==> src/rtl/dynamic_branch_predictor_if.sv <==
// IF-lookup / ID-resolve signal bundle between the pipeline and dynamic_branch_predictor.
interface dynamic_branch_predictor_if;
  logic        enable;
  logic [15:0] PC_curr;
  logic        IF_ID_stall;
  logic        ID_is_branch;
  logic        ID_actual_taken;
  logic [15:0] ID_actual_target;
  logic        predicted_taken;
  logic [15:0] predicted_target;
  logic        update_PC;
  logic [15:0] PC_redirect;

  modport master (
    output enable, PC_curr, IF_ID_stall, ID_is_branch, ID_actual_taken, ID_actual_target,
    input  predicted_taken, predicted_target, update_PC, PC_redirect
  );

  modport slave (
    input  enable, PC_curr, IF_ID_stall, ID_is_branch, ID_actual_taken, ID_actual_target,
    output predicted_taken, predicted_target, update_PC, PC_redirect
  );
endinterface

==> src/rtl/dynamic_branch_predictor.sv <==
// BTB + 2-bit counter branch predictor with ID-stage resolve and mispredict redirect.
// Define DYNAMIC_PREDICT_EN to build the tables; otherwise static not-taken prediction.
module dynamic_branch_predictor #(
  parameter int unsigned INDEX_BITS = 3
) (
  input  logic                       clk,
  input  logic                       rst,
  dynamic_branch_predictor_if.slave  bus
);

  logic [15:0] pc_plus2_c;
  logic        resolve_c;

  assign pc_plus2_c = bus.PC_curr + 16'd2;
  assign resolve_c  = bus.ID_is_branch & ~bus.IF_ID_stall;

`ifdef DYNAMIC_PREDICT_EN

  localparam int unsigned ENTRIES = 32'd1 << INDEX_BITS;
  localparam int unsigned TAG_W   = 15 - INDEX_BITS;

  typedef logic [INDEX_BITS-1:0] idx_t;
  typedef logic [TAG_W-1:0]      tag_t;

  logic        valid_q  [ENTRIES];
  logic        valid_d  [ENTRIES];
  tag_t        tag_q    [ENTRIES];
  tag_t        tag_d    [ENTRIES];
  logic [15:0] target_q [ENTRIES];
  logic [15:0] target_d [ENTRIES];
  logic [1:0]  cnt_q    [ENTRIES];
  logic [1:0]  cnt_d    [ENTRIES];

  logic [15:0] if_id_pc_q, if_id_pc_d;
  logic        if_id_pred_taken_q, if_id_pred_taken_d;
  logic [15:0] if_id_pred_target_q, if_id_pred_target_d;

  idx_t        if_idx_c, id_idx_c;
  tag_t        if_tag_c, id_tag_c;
  logic        if_hit_c, id_hit_c;
  logic        pred_taken_c;
  logic        phantom_c;
  logic        mispredict_c;
  logic        update_pc_c;
  logic [15:0] id_pc_plus2_c;
  logic [15:0] actual_next_c;

  // IF lookup from registered tables (no bypass of the same-cycle training write)
  assign if_idx_c     = bus.PC_curr[INDEX_BITS:1];
  assign if_tag_c     = bus.PC_curr[15:INDEX_BITS+1];
  assign if_hit_c     = valid_q[if_idx_c] && (tag_q[if_idx_c] == if_tag_c);
  assign pred_taken_c = ~rst & bus.enable & if_hit_c & cnt_q[if_idx_c][1];

  assign bus.predicted_taken  = pred_taken_c;
  assign bus.predicted_target = pred_taken_c ? target_q[if_idx_c] : pc_plus2_c;

  // ID resolve against the prediction carried in the IF/ID copy
  assign id_idx_c      = if_id_pc_q[INDEX_BITS:1];
  assign id_tag_c      = if_id_pc_q[15:INDEX_BITS+1];
  assign id_hit_c      = valid_q[id_idx_c] && (tag_q[id_idx_c] == id_tag_c);
  assign id_pc_plus2_c = if_id_pc_q + 16'd2;
  assign actual_next_c = bus.ID_actual_taken ? bus.ID_actual_target : id_pc_plus2_c;
  assign phantom_c     = ~bus.ID_is_branch & if_id_pred_taken_q & ~bus.IF_ID_stall;
  assign mispredict_c  = (if_id_pred_taken_q != bus.ID_actual_taken) ||
                         (if_id_pred_taken_q && bus.ID_actual_taken &&
                          (if_id_pred_target_q != bus.ID_actual_target));
  assign update_pc_c   = ~rst & ((resolve_c & mispredict_c) | phantom_c);

  assign bus.update_PC   = update_pc_c;
  assign bus.PC_redirect = rst       ? 16'h0000 :
                           phantom_c ? id_pc_plus2_c : actual_next_c;

  // Table training on resolve; a phantom hit invalidates the aliasing entry
  always_comb begin
    valid_d  = valid_q;
    tag_d    = tag_q;
    target_d = target_q;
    cnt_d    = cnt_q;
    if (resolve_c) begin
      if (id_hit_c) begin
        if (bus.ID_actual_taken) begin
          if (cnt_q[id_idx_c] != 2'b11) cnt_d[id_idx_c] = cnt_q[id_idx_c] + 2'd1;
          target_d[id_idx_c] = bus.ID_actual_target;
        end else if (cnt_q[id_idx_c] != 2'b00) begin
          cnt_d[id_idx_c] = cnt_q[id_idx_c] - 2'd1;
        end
      end else if (bus.ID_actual_taken) begin
        valid_d[id_idx_c]  = 1'b1;
        tag_d[id_idx_c]    = id_tag_c;
        target_d[id_idx_c] = bus.ID_actual_target;
        cnt_d[id_idx_c]    = 2'b10;
      end
    end else if (phantom_c) begin
      valid_d[id_idx_c] = 1'b0;
    end
  end

  // IF/ID prediction copy: flush beats load, stall holds
  always_comb begin
    if_id_pc_d          = if_id_pc_q;
    if_id_pred_taken_d  = if_id_pred_taken_q;
    if_id_pred_target_d = if_id_pred_target_q;
    if (update_pc_c) begin
      if_id_pc_d          = 16'h0000;
      if_id_pred_taken_d  = 1'b0;
      if_id_pred_target_d = 16'h0000;
    end else if (bus.enable && !bus.IF_ID_stall) begin
      if_id_pc_d          = bus.PC_curr;
      if_id_pred_taken_d  = pred_taken_c;
      if_id_pred_target_d = bus.predicted_target;
    end
  end

  always_ff @(posedge clk) begin
    if (rst) begin
      for (int i = 0; i < int'(ENTRIES); i++) begin
        valid_q[i]  <= 1'b0;
        tag_q[i]    <= '0;
        target_q[i] <= 16'h0000;
        cnt_q[i]    <= 2'b01;
      end
      if_id_pc_q          <= 16'h0000;
      if_id_pred_taken_q  <= 1'b0;
      if_id_pred_target_q <= 16'h0000;
    end else begin
      valid_q             <= valid_d;
      tag_q               <= tag_d;
      target_q            <= target_d;
      cnt_q               <= cnt_d;
      if_id_pc_q          <= if_id_pc_d;
      if_id_pred_taken_q  <= if_id_pred_taken_d;
      if_id_pred_target_q <= if_id_pred_target_d;
    end
  end

`else

  // Static not-taken: every taken branch redirects, nothing is stored
  logic unused_static;
  assign unused_static = bus.enable ^ clk;

  assign bus.predicted_taken  = 1'b0;
  assign bus.predicted_target = pc_plus2_c;
  assign bus.update_PC        = ~rst & resolve_c & bus.ID_actual_taken;
  assign bus.PC_redirect      = rst ? 16'h0000 : bus.ID_actual_target;

`endif

endmodule
==> src/flat_wrapper.sv <==
// flat-port wrapper written by rule: the top's interface ports become plain ports
module dynamic_branch_predictor_flat 
#(
  parameter int unsigned INDEX_BITS = 3
)
  (clk, rst, bus_enable, bus_PC_curr, bus_IF_ID_stall, bus_ID_is_branch, bus_ID_actual_taken, bus_ID_actual_target, bus_predicted_taken, bus_predicted_target, bus_update_PC, bus_PC_redirect);
  dynamic_branch_predictor_if bus_i ();
  input  logic clk;
  input  logic rst;
  input wire logic [$bits(bus_i.enable)-1:0] bus_enable;
  input wire logic [$bits(bus_i.PC_curr)-1:0] bus_PC_curr;
  input wire logic [$bits(bus_i.IF_ID_stall)-1:0] bus_IF_ID_stall;
  input wire logic [$bits(bus_i.ID_is_branch)-1:0] bus_ID_is_branch;
  input wire logic [$bits(bus_i.ID_actual_taken)-1:0] bus_ID_actual_taken;
  input wire logic [$bits(bus_i.ID_actual_target)-1:0] bus_ID_actual_target;
  output wire logic [$bits(bus_i.predicted_taken)-1:0] bus_predicted_taken;
  output wire logic [$bits(bus_i.predicted_target)-1:0] bus_predicted_target;
  output wire logic [$bits(bus_i.update_PC)-1:0] bus_update_PC;
  output wire logic [$bits(bus_i.PC_redirect)-1:0] bus_PC_redirect;
  assign bus_i.enable = bus_enable;
  assign bus_i.PC_curr = bus_PC_curr;
  assign bus_i.IF_ID_stall = bus_IF_ID_stall;
  assign bus_i.ID_is_branch = bus_ID_is_branch;
  assign bus_i.ID_actual_taken = bus_ID_actual_taken;
  assign bus_i.ID_actual_target = bus_ID_actual_target;
  assign bus_predicted_taken = bus_i.predicted_taken;
  assign bus_predicted_target = bus_i.predicted_target;
  assign bus_update_PC = bus_i.update_PC;
  assign bus_PC_redirect = bus_i.PC_redirect;
  dynamic_branch_predictor #(.INDEX_BITS(INDEX_BITS)) u_core (.clk(clk), .rst(rst), .bus(bus_i));
endmodule
==> config.mk <==
export PLATFORM = sky130hd
export DESIGN_NAME = dynamic_branch_predictor_flat
export DESIGN_NICKNAME = d
export VERILOG_FILES = /design/src/rtl/dynamic_branch_predictor_if.sv /design/src/rtl/dynamic_branch_predictor.sv /design/src/flat_wrapper.sv
export SDC_FILE = /design/constraint.sdc
export NUM_CORES = 1
export LEC_CHECK = 0
export ABC_AREA = 1
export CAP_MARGIN = 20
export CORE_MARGIN = 2
export CORE_UTILIZATION = 26
export DETAILED_ROUTE_END_ITERATION = 8
export PLACE_DENSITY_LB_ADDON = 0.08
export SYNTH_ARGS = -nofsm -noshare
export SYNTH_HDL_FRONTEND = slang
export SYNTH_SLANG_ARGS = --single-unit
==> constraint.sdc <==
create_clock -name vclk -period 1.3
set_input_delay 0.26 -clock vclk [all_inputs]
set_output_delay 0.26 -clock vclk [all_outputs]
set_load 0.03 [all_outputs]
# Yosys cells after proc, flatten, opt, wreduce, memory -nomap -nowiden
# Cells that the tools add are included.
classes:
  eq_ne: 0
  n_mul: 0
  add_sub_neg: 1
  shifts: 0
  order_cmp: 0
  div_mod_pow: 0
  n_reduce_logical: 0
  bitwise: 5
  muxes: 1
ops:
  columns: ["op", "count"]
  rows:
  - ["adder 16 x 2 -> 16 bit (second input constant)", 1]
  - ["2-to-1 mux 16 bit", 1]
  - ["AND 1 bit", 3]
  - ["NOT 1 bit", 2]
totals:
  out_inout_bits: 34
  latchBits: 0
  register_bits: 0
  romBits: 0
  input_bits: 38
  memories: 0
  wordCells: 7
  mem_bits_rw: 0

# Logic depth before layout (Yosys ltp)
# Gate-level depths: netlist of run 1.
logic_depth:
  depth_word: 4
  depth_mapped: 6
  mapped_depth_nobuf: 6

# Worst setup path before layout of run 1
# No wires, ideal clock.
synth_timing:
  path_kind: "input to output"
  startpoint: "input bus_PC_curr[1]"
  endpoint: "output bus_predicted_target[9]"
  arrival_ps: 1224
  setup_slack_ps: -184
  t_required_ps: 1040
  stages: 5
  path_buffers: 0
  cell_sequence: "ha_1 nand3_2 inv_2 nand2_2 xnor2_1"
synth_between:
  elab_chain_len: 1
synth_lines:
  columns: ["item", "line", "source"]
  rows:
  - ["start: declaration", "flat_wrapper.sv:11", "input wire logic [$bits(bus_i.PC_curr)-1:0] bus_PC_curr;"]
  - ["adder 16 x 2 -> 16 bit", "dynamic_branch_predictor.sv:14", "assign pc_plus2_c = bus.PC_curr + 16'd2;"]
  - ["end: declaration", "flat_wrapper.sv:17", "output wire logic [$bits(bus_i.predicted_target)-1:0] bus_predicted_target;"]
# Every way passes these cells.

# Worst setup path in the final report of run 1
layout_timing:
  startpoint: "input bus_PC_curr[1]"
  endpoint: "output bus_predicted_target[15]"
# Same word-level chain as after synthesis.

==> out/metrics.yaml, run 1 <==
timing:
  finalSetupTns_ns: -0.000923
  setup_viol: 1
  finalHoldViolations: 0
  fin_ws_ns: -0.000923
  period_share_pct: 100
  rsz0062_at_grt: "yes"
  min_period_ns: 1.30
  drv_slew: 0
  max_freq_mhz: 769
  whs_ns: 0.520
critical_path:
  crit_required_ns: 1.04
  startpoint_type: "input port"
  end_kind: "primary output"
  criticalPathCategory: "in -> out"
  crit_path_max_fanout: 3
  crit_arrival_ns: 1.04
synthesis:
  synth_nets: 148
  yosys.cell_types.count: 17
  yosys.area_share.xor_xnor_pct: 11.8
  synth_area_per_cell_um2: 4.76
  yosys.area_share.simple_pct: 59.3
  synth_top_family_by_area: "simple AND/OR/NAND/NOR gates"
  synth_area_um2: 519
  synth_compound_area_share_pct: 0
  synthAdderAreaFrac_pct: 2.41
  yosysWarnings: 0
  synth_cells: 109
  yosysSeqAreaShare_pct: 0
  synthMuxAreaShare_pct: 0
min_path:
  hold_path_class: "in -> out"
  min-delay-start: "bus_PC_curr[0]"
  hold_depth: 0
  holdPathEnd: "bus_predicted_target[0]"
routing:
  finalWirelength_um: 2160
  drtIter0Drc: 4
  vias: 902
  vias_per_cell: 4.18
  wire_per_inst_um: 10.0
  antenna_left: 0
  drc: 0
  first_pass_iters: 4
global_route:
  grt-ovfl-total: 0
  gr-usage-met1_pct: 18.7
  grt.busiest_layer: "met2"
  grt_antenna_before_repair: 0
  grtUsageTotal_pct: 17.3
  grt.met2_usage_pct: 35.6
  grt_max_degree: 14
  grt_pass1_wl_um: 3410
  use_met3_pct: 3.09
  first_global_vias: 845
floorplanning:
  die_w_um: 48.7
  fp.dieH_um: 48.7
  start_util_pct: 27.0
  coreArea_um2: 1920
  rows: 16
  io_pins: 72
  dieArea_um2: 2370
cells_and_area:
  final.clkbuf_count: 0
  nFillCells: 162
  stdcell_area_um2: 1460
  layout-drive-gt1-share_pct: 53.4
  layout_common_cells: "40 x buf_4, 27 x inv_1, 17 x nand2_1"
  layout_commonest_cell: "buf_4"
  nets: 230
  area_delta_synth_final_pct: 180
  n_sequential_cell: 0
  regArea_um2: 0
  num_antenna_cells: 0
placement:
  hpwl_um: 1720
  gp_congestion: 0.796
  io_buffers: 67
  placed_area_um2: 1280
  pre_cts_slack_ns: -0.605
pwr:
  powerDensity_nw_per_um2: 355
  seqPwrFrac_pct: 0
  p_switching_uw: 276
  leakagePower_uw: 0.000859
  p_clk_share_pct: 0
  p_int_uw: 242
  worst_ir_drop_vdd_mv: 0.252
  sw_frac_of_total_pct: 53.3
  p_comb_share_pct: 100.0
run_status:
  status: "complete, but fails checks"
  violations: "setup timing"
run:
  max_cap_violations: 0
clock_network:
  postCtsSetupBuffers: 0
-- through the flow --
stage | total power, µW | utilization, % | std cells
3_3_place_gp | 467 | 66.7 | 216
3_5_place_dp | 475 | 66.7 | 216
5_1_grt | 553 | 75.8 | 216
2_1_floorplan | 224 | - | 109
4_1_cts | 494 | 70.6 | 216
6_report | 517 | 75.8 | 216
-- timing repair --
action                                  CTS  global route
pin swaps                                17            17
endpoints found under the setup margin   32            22
resized for setup                        88            35
hold buffers                              0             0
-- power groups by stage --
| stage | Sequential, µW | Combinational, µW | Clock (µW) |
|---|---|---|---|
| 2_1_floorplan | 0 | 224 | 0 |
| 3_3_place_gp | 0 | 467 | 0 |
| 3_5_place_dp | 0 | 475 | 0 |
| 4_1_cts | 0 | 494 | 0 |
| 5_1_grt | 0 | 553 | 0 |
| 6_report | 0 | 517 | 0 |
-- how the worst max path moves through the flow --
stage	slack, ns	end	depth (start not counted)	startpoint
6_report	-0.0009	bus_predicted_target[15]	8	bus_PC_curr[1]
5_1_grt	-0.08	bus_predicted_target[6]	6	bus_PC_curr[2]
4_1_cts	-0.03	bus_predicted_target[15]	8	bus_PC_curr[2]
3_5_place_dp	-0.60	bus_predicted_target[15]	8	bus_PC_curr[1]
3_3_place_gp	-0.52	bus_predicted_target[15]	8	bus_PC_curr[1]
2_1_floorplan	-0.05	bus_predicted_target[7]	4	bus_PC_curr[1]
-- metal layers --
metal | share of wire [%] | vias up
met3 | 7.8 | 0
met4 | 0 | 0
met1 | 36 | 380
met5 | 0 | -
met2 | 56 | 49
li1 | - | 473
-- synth_stat cells --
| cell type | n | area [µm²] |
|---|---|---|
| nand2_2 | 3 | 18.8 |
| nand3_2 | 2 | 20.0 |
| nand3_1 | 8 | 40.0 |
| nor3_1 | 1 | 5.00 |
| inv_1 | 28 | 105 |
| nand2_1 | 23 | 86.3 |
| buf_2 | 2 | 10.0 |
| inv_2 | 1 | 3.75 |
| xnor2_1 | 4 | 35.0 |
| nor2_2 | 3 | 18.8 |
| ha_1 | 1 | 12.5 |
| nand4_1 | 4 | 25.0 |
| conb_1 | 1 | 3.75 |
| nor2_4 | 1 | 11.3 |
| buf_4 | 2 | 15.0 |
| xor2_1 | 3 | 26.3 |
| nor2_1 | 22 | 82.6 |
-- layout make-up --
| type | count | area, µm² | share of cell area, % |
|---|---|---|---|
| Multi-Input combinational cell | 76 | 563 | 38.7 |
| Tap cell | 27 | 33.8 | 2.32 |
| Timing Repair Buffer | 84 | 748 | 51.4 |
| Inverter | 29 | 111 | 7.65 |
-- cells by family after synthesis --
group	count (synthesis)
xor gates and xnor gates	7
and+or+nand+nor	67
other	1
buffers and inverters	33
adders and majority gates	1
-- critical path, stage by stage --
cell and delay, ns:
buf_8 0.08, ha_4 0.13, nand3_4 0.09, nor2_4 0.14, nand3_2 0.07, nand2_1 0.06
nand2_1 0.06, buf_6 0.14
No activity file was read; power rests on OpenSTA's default activity.
==> run 2, diff against run 1 <==
TNS_END_PERCENT = 100   (was not set)
==> results of run 2 <==
Final layout, timing and power as in run 1 (identical DEF).
==> run 3, diff against run 2 <==
ABC_AREA = not set   (was 1)
CORE_UTILIZATION = 22   (was 26)
==> out/metrics.yaml, run 3 <==
timing:
  fin_ws_ns: -0.193  # -0.192 ns
  period_share_pct: 115  # +15 points
  setup_viol: 10  # +9
  max_freq_mhz: 670  # -13%
  finalSetupTns_ns: -1.21  # -1.21 ns
  whs_ns: 0.520  # +0.0000510 ns
  min_period_ns: 1.49  # +0.192 ns
  finalHoldViolations: 0  # unchanged
  rsz0062_at_grt: "yes"
  drv_slew: 0  # unchanged
global_route:
  grt_antenna_before_repair: 0  # unchanged
  grt_max_degree: 10  # -4
  first_global_vias: 739  # -13%
  grt-ovfl-total: 0  # unchanged
  grtUsageTotal_pct: 17.4  # +0.039 points
  grt_pass1_wl_um: 2960  # -13%
synthesis:
  synth_cells: 63  # -42%
  synth_area_per_cell_um2: 6.71  # +41%
  yosys.area_share.simple_pct: 61.2  # +2.0 points
  synth_top_area_share_pct: 23.7  # +3.4 points
  synth_compound_area_share_pct: 0  # unchanged
  synth_area_um2: 423  # -19%
  synthAdderAreaFrac_pct: 2.96  # +0.55 points
  synth_nets: 102  # -31%
  yosys-top-cells-count: "16 x nor2b_1, 8 x xor2_1, 6 x nor3_1"
  synthTopCellsByArea: "nor2b_1 24%, xor2_1 17%, xnor2_1 10%"
  yosysWarnings: 0  # unchanged
  synth_top_family_by_area: "simple AND/OR/NAND/NOR gates"
  yosys.cell_types.count: 17  # unchanged
  yosysSeqAreaShare_pct: 0  # unchanged
  synth_most_common_cell: "nor2b_1"
  yosysTopAreaCell: "nor2b_1"
  synthMuxAreaShare_pct: 0  # unchanged
  yosys.area_share.xor_xnor_pct: 26.9  # +15 points
run_status:
  violations: "setup timing"
  status: "complete, but fails checks"
cells_and_area:
  layout_common_cells: "43 x buf_4, 23 x buf_6, 17 x clkdlybuf4s50_1"
  regArea_um2: 0  # unchanged
  instances_no_fill: 178  # -18%
  n_sequential_cell: 0  # unchanged
  num_antenna_cells: 0  # unchanged
  nFillCells: 104  # -36%
  area_delta_synth_final_pct: 258
  final.clkbuf_count: 0  # unchanged
  layout_commonest_cell: "buf_4"
  nets: 194  # -16%
  layout-drive-gt1-share_pct: 66.7  # +13 points
  stdcell_area_um2: 1510  # +3.9%
critical_path:
  criticalPathCategory: "in -> out"
  crit_slowest_cell: "nand4_1"
  path_buf_inv: 3  # +1
  crit_arrival_ns: 1.23  # +0.19 ns
  crit_required_ns: 1.04  # about the same
  cpLargestDelayFamily: "simple AND/OR/NAND/NOR gates"
  path_cells: "buf_8, nand4_1, nor3_2, buf_4, xor2_2, buf_6"
  crit_start: "bus_PC_curr[5]"
  end_kind: "primary output"
  cpPeakStageDelay_ns: 0.23  # +0.09 ns
  startpoint_type: "input port"
  crit_path_max_fanout: 4  # +1
floorplanning:
  io_pins: 72  # unchanged
  dieArea_um2: 2290  # -3.4%
  die_w_um: 47.8  # -1.7%
  rows: 15  # -1
  start_util_pct: 24.0  # -3.0 points
  coreArea_um2: 1760  # -8.2%
  fp.dieH_um: 47.8  # -1.7%
routing:
  wire_per_inst_um: 13.0  # +30%
  vias_per_cell: 4.43  # +6.1%
  finalWirelength_um: 2320  # +7.3%
  antenna_left: 0  # unchanged
  first_pass_iters: 2  # -2
  drc: 0  # unchanged
  drtIter0Drc: 3  # -1
  vias: 789  # -13%
pwr:
  worst_ir_drop_vdd_mv: 0.273  # +8.3%
  powerDensity_nw_per_um2: 353  # -0.65%
  power_uw: 534  # +3.2%
  leakagePower_uw: 0.000712  # -17%
run:
  max_cap_violations: 0  # unchanged
placement:
  gp_congestion: 0.767  # -3.6%
  io_buffers: 67  # unchanged
  placed_area_um2: 1300  # +1.3%
  dp_cells: 172  # -20%
  hpwl_um: 1620  # -6.2%
min_path:
  hold_path_class: "in -> out"
  min-delay-start: "bus_PC_curr[0]"
==> run 3: cell types whose count changed in the layout (fill, tap and decap cells not counted), sizes merged, moves of 10 or more <==
cell / before / now
nor2: 26 / 3
inv: 29 / 4
buf: 60 / 70
nor2b: 0 / 16
nand2: 26 / 5
==> run 3: cell type report <==
class / instances / area, µm² / area share [%]
Inverter: 4 / 15.0 / 0.993
Multi-Input combinational cell: 56 / 596 / 39.4
Tap cell: 25 / 31.3 / 2.07
Timing Repair Buffer: 93 / 871 / 57.6
==> run 3: through the flow <==
stage               worst slack, ns  util [%]
floorplan                    -0.114         -
global placement             -0.719      73.5
detailed placement           -0.724      73.5
CTS                          -0.211      77.5
global route                 -0.249      85.7
finish                       -0.193      85.7
==> run 3: timing repair <==
action / in CTS / in global routing
hold endpoints to repair: 0 / 0
gates cloned: 1 / 0
pin swaps: 15 / 18
setup buffers: 1 / 4
setup endpoints to repair: 32 / 17
resized for setup: 85 / 35
hold buffers: 0 / 0
==> run 3: kinds of logic after synthesis <==
family / after synthesis
buf+inv: 7
other cells: 1
simple gates: 41
fa+ha+maj: 1
xor+xnor: 13
==> run 3: worst paths after layout <==
kind,end,slack [ns],depth (start not counted)
hold / removal,bus_predicted_target[0],0.52,0
setup / recovery,bus_predicted_target[12],-0.19,6
==> run 3: report_power, final <==
group | internal, µW | switching [µW] | leakage [µW]
combinational | 272 | 262 | 0.000712
sequential | 0 | 0 | 0
clock | 0 | 0 | 0
total | 272 | 262 | 0.000712
==> run 3: metal layers <==
layer  up-vias  share of wire (%)  track usage, %
met2        29                 62            35.2
met5         -                  0               0
met4         0                  0               0
met3         0                4.4            1.89
li1        381                  -               -
met1       379                 33            20.3
